[config.mk]
export PLATFORM = sky130hd
export DESIGN_NAME = buffet_sram_ctrl
export DESIGN_NICKNAME = d
export VERILOG_FILES = /design/src/rtl/buffet_pkg.sv /design/src/rtl/buffet_rd_skid.sv /design/src/rtl/buffet_sram_ctrl.sv
export SDC_FILE = /design/constraint.sdc
export NUM_CORES = 1
export LEC_CHECK = 0
export CORE_MARGIN = 4
export CORE_UTILIZATION = 30
export DETAILED_ROUTE_END_ITERATION = 10
export GPL_TIMING_DRIVEN = 0
export PLACE_DENSITY_LB_ADDON = 0.08
export SYNTH_ARGS = -nofsm -noshare
export SYNTH_HDL_FRONTEND = slang
export SYNTH_SLANG_ARGS = --single-unit
export TNS_END_PERCENT = 100
[constraint.sdc]
create_clock -name clk -period 9.8 [get_ports clk]
set_input_delay 1.47 -clock clk [delete_from_list [all_inputs] [get_ports clk]]
set_output_delay 1.47 -clock clk [all_outputs]
set_load 0.005 [all_outputs]
[src/rtl/buffet_pkg.sv]
// Shared sizing and types for the buffet controller and its 2048x16 dual-port SRAM macro.
package buffet_pkg;

    localparam int unsigned DEPTH = 2048;
    localparam int unsigned AW    = 11;
    localparam int unsigned DW    = 16;

    typedef logic [AW-1:0] addr_t;
    typedef logic [AW:0]   occ_t;
    typedef logic [DW-1:0] data_t;

endpackage

[src/rtl/buffet_rd_skid.sv]
// Two-entry in-order skid for port-B read data; tracks the one-cycle in-flight read token.
module buffet_rd_skid
    import buffet_pkg::*;
(
    input  logic          clk,
    input  logic          nreset_i,
    input  logic          in_fire,
    input  logic [DW-1:0] in_data,
    output logic          space,
    output logic          out_valid,
    input  logic          out_ready,
    output logic [DW-1:0] out_data
);

    logic       inflight;
    logic [1:0] count;
    logic       wptr;
    logic       rptr;
    data_t      mem [2];
    logic       push;
    logic       pop;

    // Data from the macro arrives exactly one cycle after the read fire.
    assign push      = inflight;
    assign out_valid = (count != 2'd0);
    assign pop       = out_valid && out_ready;
    assign out_data  = mem[rptr];
    assign space     = (({1'b0, inflight} + count) < 2'd2);

    always_ff @(posedge clk or negedge nreset_i) begin
        if (!nreset_i) begin
            inflight <= 1'b0;
            count    <= 2'd0;
            wptr     <= 1'b0;
            rptr     <= 1'b0;
            mem[0]   <= '0;
            mem[1]   <= '0;
        end else begin
            inflight <= in_fire;
            if (push) begin
                mem[wptr] <= in_data;
                wptr      <= ~wptr;
            end
            if (pop) begin
                rptr <= ~rptr;
            end
            count <= count + 2'(push) - 2'(pop);
        end
    end

endmodule

[src/rtl/buffet_sram_ctrl.sv]
// Buffet controller: circular-buffer head/tail/occupancy over a dual-port SRAM macro,
// port A for fills and updates, port B for head-relative reads returned through a skid.
module buffet_sram_ctrl
    import buffet_pkg::*;
(
    input  logic          clk,
    input  logic          nreset_i,
    input  logic          push_valid,
    output logic          push_ready,
    input  logic [DW-1:0] push_data,
    input  logic          rd_valid,
    output logic          rd_ready,
    input  logic [AW-1:0] rd_idx,
    input  logic          rd_will_update,
    output logic          rdat_valid,
    input  logic          rdat_ready,
    output logic [DW-1:0] rdat,
    input  logic          upd_valid,
    output logic          upd_ready,
    input  logic [DW-1:0] upd_data,
    input  logic          shr_valid,
    output logic          shr_ready,
    input  logic [AW:0]   shr_num,
    output logic [AW:0]   occupancy,
    output logic          sram_cen_a,
    output logic          sram_cen_b,
    output logic          sram_rdwen_a,
    output logic          sram_rdwen_b,
    output logic [AW-1:0] sram_a_a,
    output logic [AW-1:0] sram_a_b,
    output logic [DW-1:0] sram_d_a,
    output logic [DW-1:0] sram_d_b,
    input  logic [DW-1:0] sram_q_b
);

    localparam occ_t OCC_FULL = occ_t'(DEPTH);

    addr_t head;
    addr_t tail;
    occ_t  occ;
    logic  pend;
    addr_t pend_idx;
    addr_t pend_addr;
    logic  skid_space;
    logic  push_fire;
    logic  rd_fire;
    logic  upd_fire;
    logic  shr_fire;

    // Readiness; reset forces every ready low. Update takes port A ahead of a fill.
    assign upd_ready  = nreset_i && pend;
    assign upd_fire   = upd_valid && upd_ready;
    assign push_ready = nreset_i && (occ != OCC_FULL) && !upd_fire;
    assign push_fire  = push_valid && push_ready;
    assign rd_ready   = nreset_i && ({1'b0, rd_idx} < occ)
                        && !(pend && (rd_idx == pend_idx))
                        && !(rd_will_update && pend) && skid_space;
    assign rd_fire    = rd_valid && rd_ready;
    assign shr_ready  = nreset_i && (shr_num <= occ) && !pend;
    assign shr_fire   = shr_valid && shr_ready;
    assign occupancy  = occ;
    assign sram_d_b   = '0;

    // Macro controls decode straight from the fire strobes.
    always_comb begin
        sram_cen_a   = 1'b1;
        sram_rdwen_a = 1'b1;
        sram_a_a     = '0;
        sram_d_a     = '0;
        sram_cen_b   = 1'b1;
        sram_rdwen_b = 1'b1;
        sram_a_b     = '0;
        if (upd_fire) begin
            sram_cen_a   = 1'b0;
            sram_rdwen_a = 1'b0;
            sram_a_a     = pend_addr;
            sram_d_a     = upd_data;
        end else if (push_fire) begin
            sram_cen_a   = 1'b0;
            sram_rdwen_a = 1'b0;
            sram_a_a     = tail;
            sram_d_a     = push_data;
        end
        if (rd_fire) begin
            sram_cen_b = 1'b0;
            sram_a_b   = head + rd_idx;
        end
    end

    always_ff @(posedge clk or negedge nreset_i) begin
        if (!nreset_i) begin
            head      <= '0;
            tail      <= '0;
            occ       <= '0;
            pend      <= 1'b0;
            pend_idx  <= '0;
            pend_addr <= '0;
        end else begin
            if (push_fire) begin
                tail <= tail + addr_t'(1);
            end
            if (shr_fire) begin
                head <= head + addr_t'(shr_num);
            end
            occ <= occ + occ_t'(push_fire) - (shr_fire ? shr_num : occ_t'(0));
            if (upd_fire) begin
                pend <= 1'b0;
            end else if (rd_fire && rd_will_update) begin
                pend      <= 1'b1;
                pend_idx  <= rd_idx;
                pend_addr <= head + rd_idx;
            end
        end
    end

    buffet_rd_skid u_skid (
        .clk       (clk),
        .nreset_i  (nreset_i),
        .in_fire   (rd_fire),
        .in_data   (sram_q_b),
        .space     (skid_space),
        .out_valid (rdat_valid),
        .out_ready (rdat_ready),
        .out_data  (rdat)
    );

endmodule

==> metrics.yaml <==
status:
  outcome: "complete, no violations"
worst_setup_path:
  cp_slowest_cell: "a2111oi_0"
  cp_top_family: "compound AO/OA/AOI/OAI gates"
  cp_max_fo: 10
  worstPathRequired_ns: 10.08
  r2r.worst_path.cells: 18
  critPathBufInv: 5
  critical_path_depth: 19
  setup.worst_path.end_class: "flop"
  path_class: "input port to flop"
  arrival_ns: 6.67
  critPathLaunchType: "input port"
  cpPeakStageDelay_ns: 0.68
  crit_chain: "clkdlybuf4s50_1 -> nand3_1 -> nand2_1 -> a31oi_1 -> and2_1 -> clkbuf_1 -> clkbuf_1 -> inv_1 -> ha_1 -> inv_1 -> ha_1 -> fa_1 -> a21o_1 -> a21oi_1 -> o21bai_1 -> a2111oi_0 -> o31ai_1 -> a21oi_1 -> xnor2_1"
flow_run:
  max_cap_violations: 0
routing:
  drt_iter0_drc: 159
  drtPass1Iterations: 4
  routed_wl_um: 17600
  wl_met3_um: 654
  via_per_inst: 4.71
  route.detailed.drc: 0
  vias: 4991
  routed-wl-met2_um: 8450
  ant_nets: 0
  m1WireLength_um: 8270
  top_layer: "met4"
  routedWlPerCell_um: 16.6
worst_hold_path:
  worstHoldPathCells: 1
  hold_class: "flop to flop"
timing:
  finClkSkew_ns: 0.00899
  fin_crit_sh_pct: 65.2
  period_needed_ns: 6.39
  hold_viol: 0
  max_freq_mhz: 156
  rsz0062_at_grt: "false"
  setup_slack_ns: 3.41
  setup-tns-final_ns: 0
  drv_slew: 0
  maxSlewHeadroom_pct: 52.8
  setup_viol: 0
  holdWs_ns: 0.473
  tightest_slew_ns: 0.690
global_routing:
  grt_max_degree: 57
  grt_use_total_pct: 15.1
  grt-ovfl-total: 0
  grt_pass1_wl_um: 28400
  antenna_found_initial: 0
  grt_pass1_vias: 5294
clock_tree:
  clk_latency_ns: 0.35
  tritoncts: "yes"
  cts_resized: 0
  clk_path_buf_depth: 2
  cts_made_buffers: 9
  clk_pin_slew_ns: 0.07
  clock_sinks: 94
  cts_hold_buf: 0
  cts-root-buf: "clkbuf_16"
  cts_setup_buffers: 0
  htreeDepth: 3
placement:
  gp_congestion: 0.880
  post-dp-hpwl_um: 14200
  place_ws_ns: 3.04
  portBuffers: 152
synth:
  yosysSeqAreaShare_pct: 37.1
  synth_warnings: 0
  yosysTopAreaCell: "dfrtp_1"
  synth_area_mm2: 0.00634
  ys.flop_type: "dfrtp_1"
  async_flop_share_pct: 100
  synth_seq_cells: 94
  synth_area_per_cell_um2: 10.5
  ys_top_cells_by_area: "dfrtp_1, ha_1, mux2_2"
  synthCells: 605
  synth_cell_type_count: 54
  synth_top_area_share_pct: 37.1
  synth_edf_count: 0
floorplan:
  initial_core_util_pct: 30.9
  dieArea_mm2: 0.0235
  coreArea_mm2: 0.0205
  dieHeight_um: 153
  rows: 52
  ios: 170
  chipWidth_um: 153
power:
  p_per_area_mw_per_mm2: 296
  ir_worst_vdd_uv: 141
  p_leak_nw: 3.76
cells_and_area:
  area_growth_pct: 35.2
  drive_gt1_share_pct: 14.7
  utilization_pct: 41.8
  nets: 933
  diodes: 0
## logic make-up (layout without fill, tap and decap cells)
kind of cell	Yosys count	in the layout	share of synthesized area, %
compound gates	102	102	10.6
mux	81	81	14.7
other cells	2	17	0.118
xor+xnor	54	54	7.46
flops	94	94	37.1
simple gates	125	125	9.87
fa+ha+maj	70	70	14.2
buf+inv	77	246	5.96
## cell usage after synthesis (3+ instances only)
cell type  instances
o21bai_1           4
xnor2_1           37
ha_1              67
nor3_1             5
clkbuf_1          11
dfrtp_1           94
fa_1               3
mux2_4             9
a31oi_1            3
and2_1             6
a21o_1             7
o21a_1             4
and3_1             4
buf_4             18
nand3_1            4
nor2_1            23
nand2b_1           3
a22o_1            17
mux2_2            60
nor2b_1            6
inv_1             42
mux2i_1           12
xor2_1            17
nand2_1           45
or2_2              4
nand4_1            9
a21oi_1           28
o21ai_0           23
nor4_1             4
## metrics by stage
stage / instance area, um^2 / instances / total power, mW
2_1_floorplan: 6390 / 620 / 1.66
3_3_place_gp: 8250 / 1042 / 2.15
3_5_place_dp: 8280 / 1043 / 2.20
4_1_cts: 8570 / 1059 / 2.57
5_1_grt: 8570 / 1059 / 2.76
6_report: 8570 / 1059 / 2.53
## worst reg2reg max path, stage by stage, from the launching register on
cell and delay, ns:
dfrtp_1 0.51, nand3_1 0.26, nand2_1 0.14, a31oi_1 0.56, and2_1 0.22, clkbuf_1 0.24, clkbuf_1 0.47, inv_1 0.19
ha_1 0.33, inv_1 0.04, ha_1 0.20, fa_1 0.41, a21o_1 0.20, a21oi_1 0.22, o21bai_1 0.13, a2111oi_0 0.68
o31ai_1 0.17, a21oi_1 0.20, xnor2_1 0.13
## placed cells by master, fill, tap and decap left out, drive strengths merged, types with 3 or more instances in the layout
master,n
xor2,17
or2,4
nand4,9
fa,3
ha,67
o21a,4
a22o,17
and2,6
a31oi,3
nor2b,6
nand3,4
mux2,69
buf,26
a21o,7
clkdlybuf4s50,151
dfrtp,94
a21oi,28
nand2,45
nor4,4
mux2i,12
nor3,5
clkbuf,20
inv,47
conb,17
o21bai,4
and3,4
xnor2,37
o21ai,23
nor2,24
nand2b,3
## state kept, by name, summed over array words and instances (netlist names)
signal and count:
u_skid.mem 32, occupancy 12, head 11, pend_addr 11, pend_idx 11, tail 11, u_skid.count 2, pend 1
u_skid.inflight 1, u_skid.rptr 1, u_skid.wptr 1
## layer usage
metal  vias to the layer above  global-route usage, %
met5                         -                      0
met4                         0                   3.95
met3                        17                   2.46
met2                       105                   25.1
met1                      2412                   20.4
li1                       2457                      -
## power breakdown
group	internal [mW]	switching, mW	total (mW)
clock network	0.179	0.172	0.351
logic	0.792	0.662	1.45
registers	0.580	0.148	0.728
total	1.55	0.982	2.53
## path summary, 6_finish.rpt
check / startpoint / to / slack (ns)
min: tail[10] / tail[10] / 0.47
min in group asynchronous: nreset_i / u_skid.mem[28] / 1.13
max reg2reg: pend / occupancy[10] / 4.44
max in group asynchronous: nreset_i / pend_idx[2] / 7.97
min reg2reg: tail[10] / tail[10] / 0.47
max: upd_valid / occupancy[10] / 3.41
## area by class of cell
type	count	area, um^2
Tap cell	270	338
Clock inverter	7	62.6
Buffer	35	220
Multi-Input combinational cell	449	3660
Fill cell	2001	11900
Timing Repair Buffer	153	1550
Inverter	42	158
Clock buffer	9	225
Sequential cell	94	2350
(Power assumes the default switching activity.)
